--- src/rtl/alu_issue.sv ---
// -----------------------------------------------------------------------------
// alu_issue
//
// Issue stage between register read and the ALU. The stage decodes RV32I
// integer ALU instructions (R-type, I-type and LUI) into the shared 4-bit ALU
// opcode and selects the operands. Decoded bundles wait in a 2-entry in-order
// elastic buffer, so back-pressure from the ALU never drops an instruction.
//
// Ports
//   clk        rising-edge clock
//   rst        asynchronous, active-high reset; clears all state and storage
//   flush      synchronous; empties the buffer and discards the current input
//   in_valid   upstream presents an instruction
//   in_ready   buffer can take an instruction this cycle
//   instr      32-bit instruction word
//   rs1_data   register-file value for rs1
//   rs2_data   register-file value for rs2
//   out_valid  head entry holds a live bundle
//   out_ready  ALU consumes the head entry this cycle
//   a, b       ALU operands
//   alu_op     ADD 0, SUB 1, AND 2, OR 3, XOR 4, SLL 5
//   rd         destination register (instr[11:7])
//   reg_write  result must be written back (legal and rd != 0)
//   illegal    instruction is not a supported ALU instruction
//
// Handshake: a transfer occurs on a rising edge where valid and ready are
// both 1. in_ready depends only on the buffer occupancy, never on out_ready,
// so no combinational path runs from the ALU back to the register-read stage.
// flush blocks both transfers in the cycle it is asserted.
// -----------------------------------------------------------------------------
module alu_issue #(
  parameter int DEPTH = 2
) (
  input  logic        clk,
  input  logic        rst,
  input  logic        flush,
  input  logic        in_valid,
  output logic        in_ready,
  input  logic [31:0] instr,
  input  logic [31:0] rs1_data,
  input  logic [31:0] rs2_data,
  output logic        out_valid,
  input  logic        out_ready,
  output logic [31:0] a,
  output logic [31:0] b,
  output logic [3:0]  alu_op,
  output logic [4:0]  rd,
  output logic        reg_write,
  output logic        illegal
);

  // Shared ALU opcode encoding
  localparam logic [3:0] OP_ADD = 4'd0;
  localparam logic [3:0] OP_SUB = 4'd1;
  localparam logic [3:0] OP_AND = 4'd2;
  localparam logic [3:0] OP_OR  = 4'd3;
  localparam logic [3:0] OP_XOR = 4'd4;
  localparam logic [3:0] OP_SLL = 4'd5;

  // Major opcodes
  localparam logic [6:0] OPC_OP     = 7'b0110011;
  localparam logic [6:0] OPC_OP_IMM = 7'b0010011;
  localparam logic [6:0] OPC_LUI    = 7'b0110111;

  // The pointers are single bits, so the buffer only works with two entries.
  localparam logic [1:0] FULL_COUNT = 2'(DEPTH);

  typedef struct packed {
    logic [31:0] a;
    logic [31:0] b;
    logic [3:0]  alu_op;
    logic [4:0]  rd;
    logic        reg_write;
    logic        illegal;
  } entry_t;

  // ---------------------------------------------------------------------------
  // Decode (combinational on instr)
  // ---------------------------------------------------------------------------
  logic [6:0] opcode;
  logic [2:0] funct3;
  logic [6:0] funct7;
  logic [4:0] dec_rd;

  assign opcode = instr[6:0];
  assign dec_rd = instr[11:7];
  assign funct3 = instr[14:12];
  assign funct7 = instr[31:25];

  // Register indices were already resolved by the register-read stage.
  logic unused_rs_fields;
  assign unused_rs_fields = ^instr[19:15];

  logic [31:0] imm_i;
  logic [31:0] imm_u;
  assign imm_i = {{20{instr[31]}}, instr[31:20]};
  assign imm_u = {instr[31:12], 12'b0};

  logic [3:0]  dec_op;
  logic        dec_legal;
  logic [31:0] raw_a;
  logic [31:0] raw_b;

  always_comb begin
    dec_op    = OP_ADD;
    dec_legal = 1'b0;
    raw_a     = '0;
    raw_b     = '0;
    case (opcode)
      OPC_OP: begin
        raw_a = rs1_data;
        raw_b = rs2_data;
        case (funct3)
          3'b000: begin
            if (funct7 == 7'b0000000) begin
              dec_op    = OP_ADD;
              dec_legal = 1'b1;
            end else if (funct7 == 7'b0100000) begin
              dec_op    = OP_SUB;
              dec_legal = 1'b1;
            end
          end
          3'b111: begin
            dec_op    = OP_AND;
            dec_legal = (funct7 == 7'b0000000);
          end
          3'b110: begin
            dec_op    = OP_OR;
            dec_legal = (funct7 == 7'b0000000);
          end
          3'b100: begin
            dec_op    = OP_XOR;
            dec_legal = (funct7 == 7'b0000000);
          end
          3'b001: begin
            dec_op    = OP_SLL;
            dec_legal = (funct7 == 7'b0000000);
          end
          default: dec_legal = 1'b0;
        endcase
      end
      OPC_OP_IMM: begin
        raw_a = rs1_data;
        raw_b = imm_i;
        case (funct3)
          3'b000: begin
            dec_op    = OP_ADD;
            dec_legal = 1'b1;
          end
          3'b111: begin
            dec_op    = OP_AND;
            dec_legal = 1'b1;
          end
          3'b110: begin
            dec_op    = OP_OR;
            dec_legal = 1'b1;
          end
          3'b100: begin
            dec_op    = OP_XOR;
            dec_legal = 1'b1;
          end
          3'b001: begin
            // slli only exists with a zero upper immediate; other forms are
            // shift variants this ALU does not implement.
            dec_op    = OP_SLL;
            dec_legal = (funct7 == 7'b0000000);
          end
          default: dec_legal = 1'b0;
        endcase
      end
      OPC_LUI: begin
        raw_a     = '0;
        raw_b     = imm_u;
        dec_op    = OP_ADD;
        dec_legal = 1'b1;
      end
      default: dec_legal = 1'b0;
    endcase
  end

  // Illegal encodings collapse to a harmless ADD of zeros with no writeback.
  entry_t dec_entry;
  always_comb begin
    dec_entry           = '0;
    dec_entry.a         = dec_legal ? raw_a : 32'd0;
    dec_entry.b         = dec_legal ? raw_b : 32'd0;
    dec_entry.alu_op    = dec_legal ? dec_op : OP_ADD;
    dec_entry.rd        = dec_rd;
    dec_entry.reg_write = dec_legal && (dec_rd != 5'd0);
    dec_entry.illegal   = ~dec_legal;
  end

  // ---------------------------------------------------------------------------
  // Two-entry in-order buffer
  // ---------------------------------------------------------------------------
  entry_t     mem [2];
  logic [1:0] count;
  logic       head;
  logic       tail;
  logic       push;
  logic       pop;

  assign in_ready  = (count < FULL_COUNT);
  assign out_valid = (count != 2'd0);
  assign push      = in_valid & in_ready & ~flush;
  assign pop       = out_valid & out_ready & ~flush;

  always_ff @(posedge clk or posedge rst) begin
    if (rst) begin
      count  <= 2'd0;
      head   <= 1'b0;
      tail   <= 1'b0;
      mem[0] <= '0;
      mem[1] <= '0;
    end else if (flush) begin
      // Storage is left alone; with count at zero its contents are dead.
      count <= 2'd0;
      head  <= 1'b0;
      tail  <= 1'b0;
    end else begin
      if (push) begin
        mem[tail] <= dec_entry;
        tail      <= ~tail;
      end
      if (pop) begin
        head <= ~head;
      end
      case ({push, pop})
        2'b10:   count <= count + 2'd1;
        2'b01:   count <= count - 2'd1;
        default: count <= count;
      endcase
    end
  end

  // Outputs come straight from the head entry; when empty they show stale
  // contents and out_valid=0 tells the consumer to ignore them.
  entry_t head_entry;
  assign head_entry = mem[head];

  assign a         = head_entry.a;
  assign b         = head_entry.b;
  assign alu_op    = head_entry.alu_op;
  assign rd        = head_entry.rd;
  assign reg_write = head_entry.reg_write;
  assign illegal   = head_entry.illegal;

endmodule
--- config.mk ---
export PLATFORM = sky130hd
export DESIGN_NAME = alu_issue
export DESIGN_NICKNAME = d
export VERILOG_FILES = /design/src/rtl/alu_issue.sv
export SDC_FILE = /design/constraint.sdc
export NUM_CORES = 1
export LEC_CHECK = 0
export CELL_PAD_IN_SITES_DETAIL_PLACEMENT = 1
export CELL_PAD_IN_SITES_GLOBAL_PLACEMENT = 2
export CORE_MARGIN = 10
export CORE_UTILIZATION = 33
export DETAILED_ROUTE_END_ITERATION = 10
export PLACE_DENSITY_LB_ADDON = 0.25
export SLEW_MARGIN = 20
export SYNTH_ARGS = -nofsm -noshare
export SYNTH_HDL_FRONTEND = slang
export SYNTH_SLANG_ARGS = --single-unit
--- constraint.sdc ---
create_clock -name clk -period 12.9 [get_ports clk]
set_clock_uncertainty 0.05 [all_clocks]
set_input_delay 1.935 -clock clk [delete_from_list [all_inputs] [get_ports clk]]
set_output_delay 1.935 -clock clk [all_outputs]
set_load 0.005 [all_outputs]
After elaboration in Yosys (flattened, before gate mapping)
Index checks and enable logic that the tools add are counted.
{"block": "totals", "reg_bits": 154, "in_bits": 101, "word_cells": 81}
{"block": "op_classes", "n_addsub": 2, "magnitude_cmp": 4, "eq_ne": 10, "n_mux": 27, "bitwise_logic": 10, "reduce_logical": 13}
{"cell": "$mux 75", "n": 4}
{"cell": "$bwmux 150", "n": 1}
{"cell": "$mux 32", "n": 3}
{"cell": "$pmux 32 s3", "n": 1}
{"cell": "$demux 75 s1", "n": 1}
{"cell": "$eq 7x6->1 const B", "n": 3}
{"cell": "$pmux 3 s5", "n": 1}
{"cell": "$pmux 3 s4", "n": 1}
{"cell": "$eq 3x3->1 const B", "n": 3}
{"cell": "$mux 1", "n": 8}
{"cell": "$reduce_or 4->1", "n": 2}
{"cell": "$eq 7x5->1 const B", "n": 1}
{"cell": "$logic_not 7->1", "n": 1}
{"cell": "$pmux 3 s2", "n": 1}
{"cell": "$reduce_bool 2->1", "n": 3}
{"cell": "$reduce_bool 5->1", "n": 1}
{"cell": "$and 1x1->1", "n": 4}
{"cell": "$ge 2x2->1 const B", "n": 2}
{"cell": "$mux 4", "n": 1}
{"cell": "$not 1->1", "n": 4}
{"cell": "$not 1->2", "n": 2}
{"cell": "$pmux 1 s2", "n": 2}
{"cell": "$pmux 2 s2", "n": 1}
{"cell": "$eq 3x1->1 const B", "n": 1}
{"cell": "13 further kinds", "n": 14}

Depth between registers and ports, before layout
{"block": "depth", "ltp_word": 7, "depth_mapped": 9}

Worst setup path before layout
No wires, ideal clock.
{"block": "synth_path", "path_kind": "input-to-reg", "startpoint": "input instr[14]", "endpoint": "register mem[0] in the netlist's numbering", "arrival_time_ps": 3335, "required_ps": 12729, "setup_slack_ps": 9394, "cell_stages": 8, "cell_sequence": "clkbuf_1 and2_1 a211oi_1 a2111oi_2 nor2_2 buf_6 buf_6 a22o_1"}
{"block": "synth_via", "elab_chain_cells": 6}
{"element": "start: declaration", "line": "39", "source": "input logic [31:0] instr,"}
{"element": "$eq 3x3->1 (tied with other cells)", "line": "113, 145"}
{"element": "$reduce_or 4->1 (no source line)"}
{"element": "$pmux 1 s2 (on tied branches)", "line": "145, 113"}
{"element": "$pmux 1 s3 (*)", "line": "109", "source": "case (opcode)"}
{"element": "$not 1->1 (*)", "line": "190", "source": "dec_entry.illegal = ~dec_legal;"}
{"element": "$bwmux 150 (*)", "line": "222", "source": "mem[tail] <= dec_entry;"}
{"element": "end signal: indexed assignment", "line": "222"}
{"element": "end: declaration", "line": "196", "source": "entry_t mem [2];"}
Mark *: on every way between the ends. The rest lies on a longest branch, timed or not.
A chain may end at the register's enable or synchronous reset.

Worst setup path after layout
{"block": "layout_path", "startpoint": "register head", "endpoint": "output b[30]"}
{"block": "layout_via", "elab_chain_cells": 4}
{"element": "start: declaration", "line": "198", "source": "logic head;"}
{"element": "start signal: assignment", "line": "226", "source": "head <= ~head;"}
{"element": "$not 1->2 (not written as such)", "line": "239", "source": "assign head_entry = mem[head];"}
{"element": "$mux 75 (not written as such) (3 in series)", "line": "239"}
{"element": "end: declaration", "line": "45", "source": "output logic [31:0] b,"}
No other way between the ends. The select of a mux whose other input is x is not followed.

==> run_results.csv <==
group,metric,value,unit
outcome,status,"complete, no violations",
critical_path,crit_type,"reg -> out",
critical_path,path_cells,"buf_4 -> mux2_2 -> clkdlybuf4s50_1",
critical_path,cp_num_buf_inv,2,
layout,drive_above_1_share,14.5,%
timing,setup_viol,0,
clock_network,h-tree-depth,4,
critical_path,required,10.91,ns
yosys,yosys.cell_types.count,47,
layout,area_delta_synth_final,33.3,%
timing,final_hold_viol_count,0,
timing,slew_headroom,27.6,%
detailed_routing,drtIter0Drc,401,
critical_path,crit_slowest_cell,"dfrtp_4",
layout,multi_input_area,0.00365,mm²
clock_network,insertion_delay,0.42,ns
timing,fin_crit_sh,37.1,%
floorplan,die_h,173,µm
worst_hold_path,holdPathStages,2,
detailed_routing,vias_per_cell,5.05,
yosys,ys.flop_type,"dfrtp_1",
critical_path,cp-start-kind,"register",
grt,grt_pass1_wl,41800,µm
detailed_routing,vias,6685,
critical_path,cpLargestDelayFamily,"buffers and inverters",
floorplan,dieWidth,173,µm
clock_network,cts-buffers-inserted,17,
clock_network,clockBufferDepth,2,
power_and_ir_drop,leakagePower,4.20,nW
yosys,ys_seq_area_share,49.1,%
critical_path,crit_cells,3,
clock_network,postCtsSetupBuffers,0,
clock_network,cts-hold-fix-buffers,0,
yosys,synth_nets,955,
detailed_routing,ant_nets,0,
layout,fin_cells,1323,
floorplan,ios,178,
clock_network,post_cts_resize_count,0,
yosys,avgSynthCellArea,9.08,µm²
timing,timing.fmax,209,MHz
yosys,synth_edf_count,0,
worst_hold_path,hp-class,"reg -> reg",
detailed_routing,wl_per_cell,19.6,µm
detailed_routing,drt_wl_total,25900,µm
yosys,async_flop_share,100,%
layout,finalNetCount,1092,
placed_design,dp.final_hpwl,16800,µm
yosys,ys_top_cells_by_count,"nand2_1 (253), dfrtp_1 (152), o21ai_0 (150), mux2_2 (74), clkbuf_1 (49)",
layout,seq_area,0.00381,mm²
clock_network,cts_tree,"built",
grt,first_global_vias,7243,
clock_network,cts_root_buf,"clkbuf_16",
detailed_routing,drc_errors,0,
critical_path,ff2ff_path_depth,7,
critical_path,worstPathMaxFanout,43,
placed_design,dp.cells,1291,
yosys,syn-cell-area,0.00775,mm²
run,maxCapViolCount,0,
placed_design,numPortBuffers,176,
clock_network,path_clk_slew,0.06,ns
floorplan,die_area,0.0300,mm²
yosys,synthMostInstantiatedCell,"nand2_1",
timing,worst_slew_pin_slew,1.09,ns
grt,overflow,0,
grt,antenna_found_initial,0,
timing,slew_violations,0,
layout,fill_cells,2691,
power_and_ir_drop,p_per_area,113,mW/mm²
critical_path,arrival,2.80,ns
yosys,synth_top_area_share,49.1,%
yosys,synth_top_area_cell,"dfrtp_1",
floorplan,core_area,0.0233,mm²
yosys,yosys-top-cells-area,"dfrtp_1 (49%), nand2_1 (12%), mux2_2 (11%), o21ai_0 (9.7%), clkbuf_1 (2.4%)",
timing,fin_setup_tns,0,ns
grt,globalRouteTotalUtil,17.2,%
timing,min_period,4.79,ns
floorplan,rows,56,
yosys,syn-instance-count,854,
floorplan,start_util,33.3,%
power_and_ir_drop,ir_worst_vdd,0.0628,mV
critical_path,worst_path_largest_cell_delay,0.75,ns
timing,rsz0062_at_grt,"no",
yosys,synth_seq_cells,152,
layout,insertedDiodeCount,0,
placed_design,gp_congestion,0.749,
clock_network,clock_sink_count,152,
critical_path,cp-end-kind,"output port",
detailed_routing,dr.pass1.iters,4,
grt,grt_max_degree,107,
yosys,synth_warnings,0,
registers in the layout, summed over array words and instances, names as in the netlist:
signal / flops
head: 1
tail: 1
count: 2
mem: 148
worst reg2reg max path: stages (launching register included):
cell and delay [ns]:
dfrtp_1 0.46, and4bb_2 0.31, buf_4 0.42, nand3_1 0.22, nor2_1 0.53, buf_4 0.32, a22oi_1 0.10, o21ai_0 0.12
cells by family (layout without fill, tap and decap cells):
| group | count (synthesis) | in the layout | share of synthesized area (%) |
|---|---|---|---|
| muxes | 86 | 86 | 12.3 |
| DFF | 152 | 152 | 49.1 |
| xor gates and xnor gates | 3 | 3 | 0.339 |
| and+or+nand+nor | 308 | 308 | 16.8 |
| buffers and inverters | 73 | 223 | 4.12 |
| other | 1 | 1 | 0.0484 |
| AOI/OAI and AO/OA | 231 | 231 | 17.4 |
routing by layer:
metal  vias to the layer above  wire [µm]  global-route usage [%]  share of wire [%]
li1                       3214          -                       -                  -
met4                         0        357                    4.67                1.4
met2                       162      12000                    27.8                 46
met3                        27       1430                    4.84                5.5
met5                         -          0                       0                  0
met1                      3282      12100                    22.0                 47
per-stage QoR:
stage / power [mW] / setup slack, ns / instance area, µm² / hold WS (ns) / util (%)
final: 1.17 / 8.11 / 10300 / 0.425 / 44.4
after global routing: 1.22 / 8.01 / 10300 / 0.448 / 44.4
after CTS: 1.19 / 8.06 / 10300 / 0.429 / 44.4
after detailed placement: 0.657 / 7.97 / 9720 / 0.415 / 41.8
after global placement: 0.656 / 7.99 / 9720 / 0.406 / 41.8
after floorplan: 0.578 / 6.82 / 7750 / 0.390 / -
final cells by class:
cell class / instances / share of cell area, %
Sequential cell: 152 / 36.8
Multi-Input combinational cell: 629 / 35.3
Clock inverter: 12 / 1.60
Tap cell: 319 / 3.86
Clock buffer: 20 / 4.32
Timing Repair Buffer: 189 / 17.9
Inverter: 2 / 0.121
placed cells by master, fill, tap and decap left out, drive strengths merged, types with 2 or more instances in the layout:
cell type and n:
or4 2, clkinvlp 3, inv 5, and2 2
a32oi 19, a21oi 26, xnor2 2, nor2 13
a22o 2, mux2 74, or2 13, a211oi 2
o21ai 153, mux2i 12, and4bb 2, clkdlybuf4s50 175
nand2b 3, clkbuf 20, nand2 253, nor2b 4
buf 14, a22oi 19, dfrtp 152, bufinv 3
nand3 4, o31ai 6, nor4b 2, clkinv 3
nor3 4
where the power goes:
part	internal [mW]	switching, mW
Clock	0.313	0.211
Combinational	0.0671	0.0772
Sequential	0.490	0.0114
final timing paths:
check / from / to / slack, ns
worst max-delay path: head / b[30] / 8.11
worst max register to register: count[1] / mem[32] / 10.30
worst min register to register: mem[2] / mem[2] / 0.43
min in group asynchronous: rst / mem[27] / 2.02
worst min-delay path: mem[2] / mem[2] / 0.43
max in group asynchronous: rst / head / 9.27
Power figures use the tool's default switching activity.
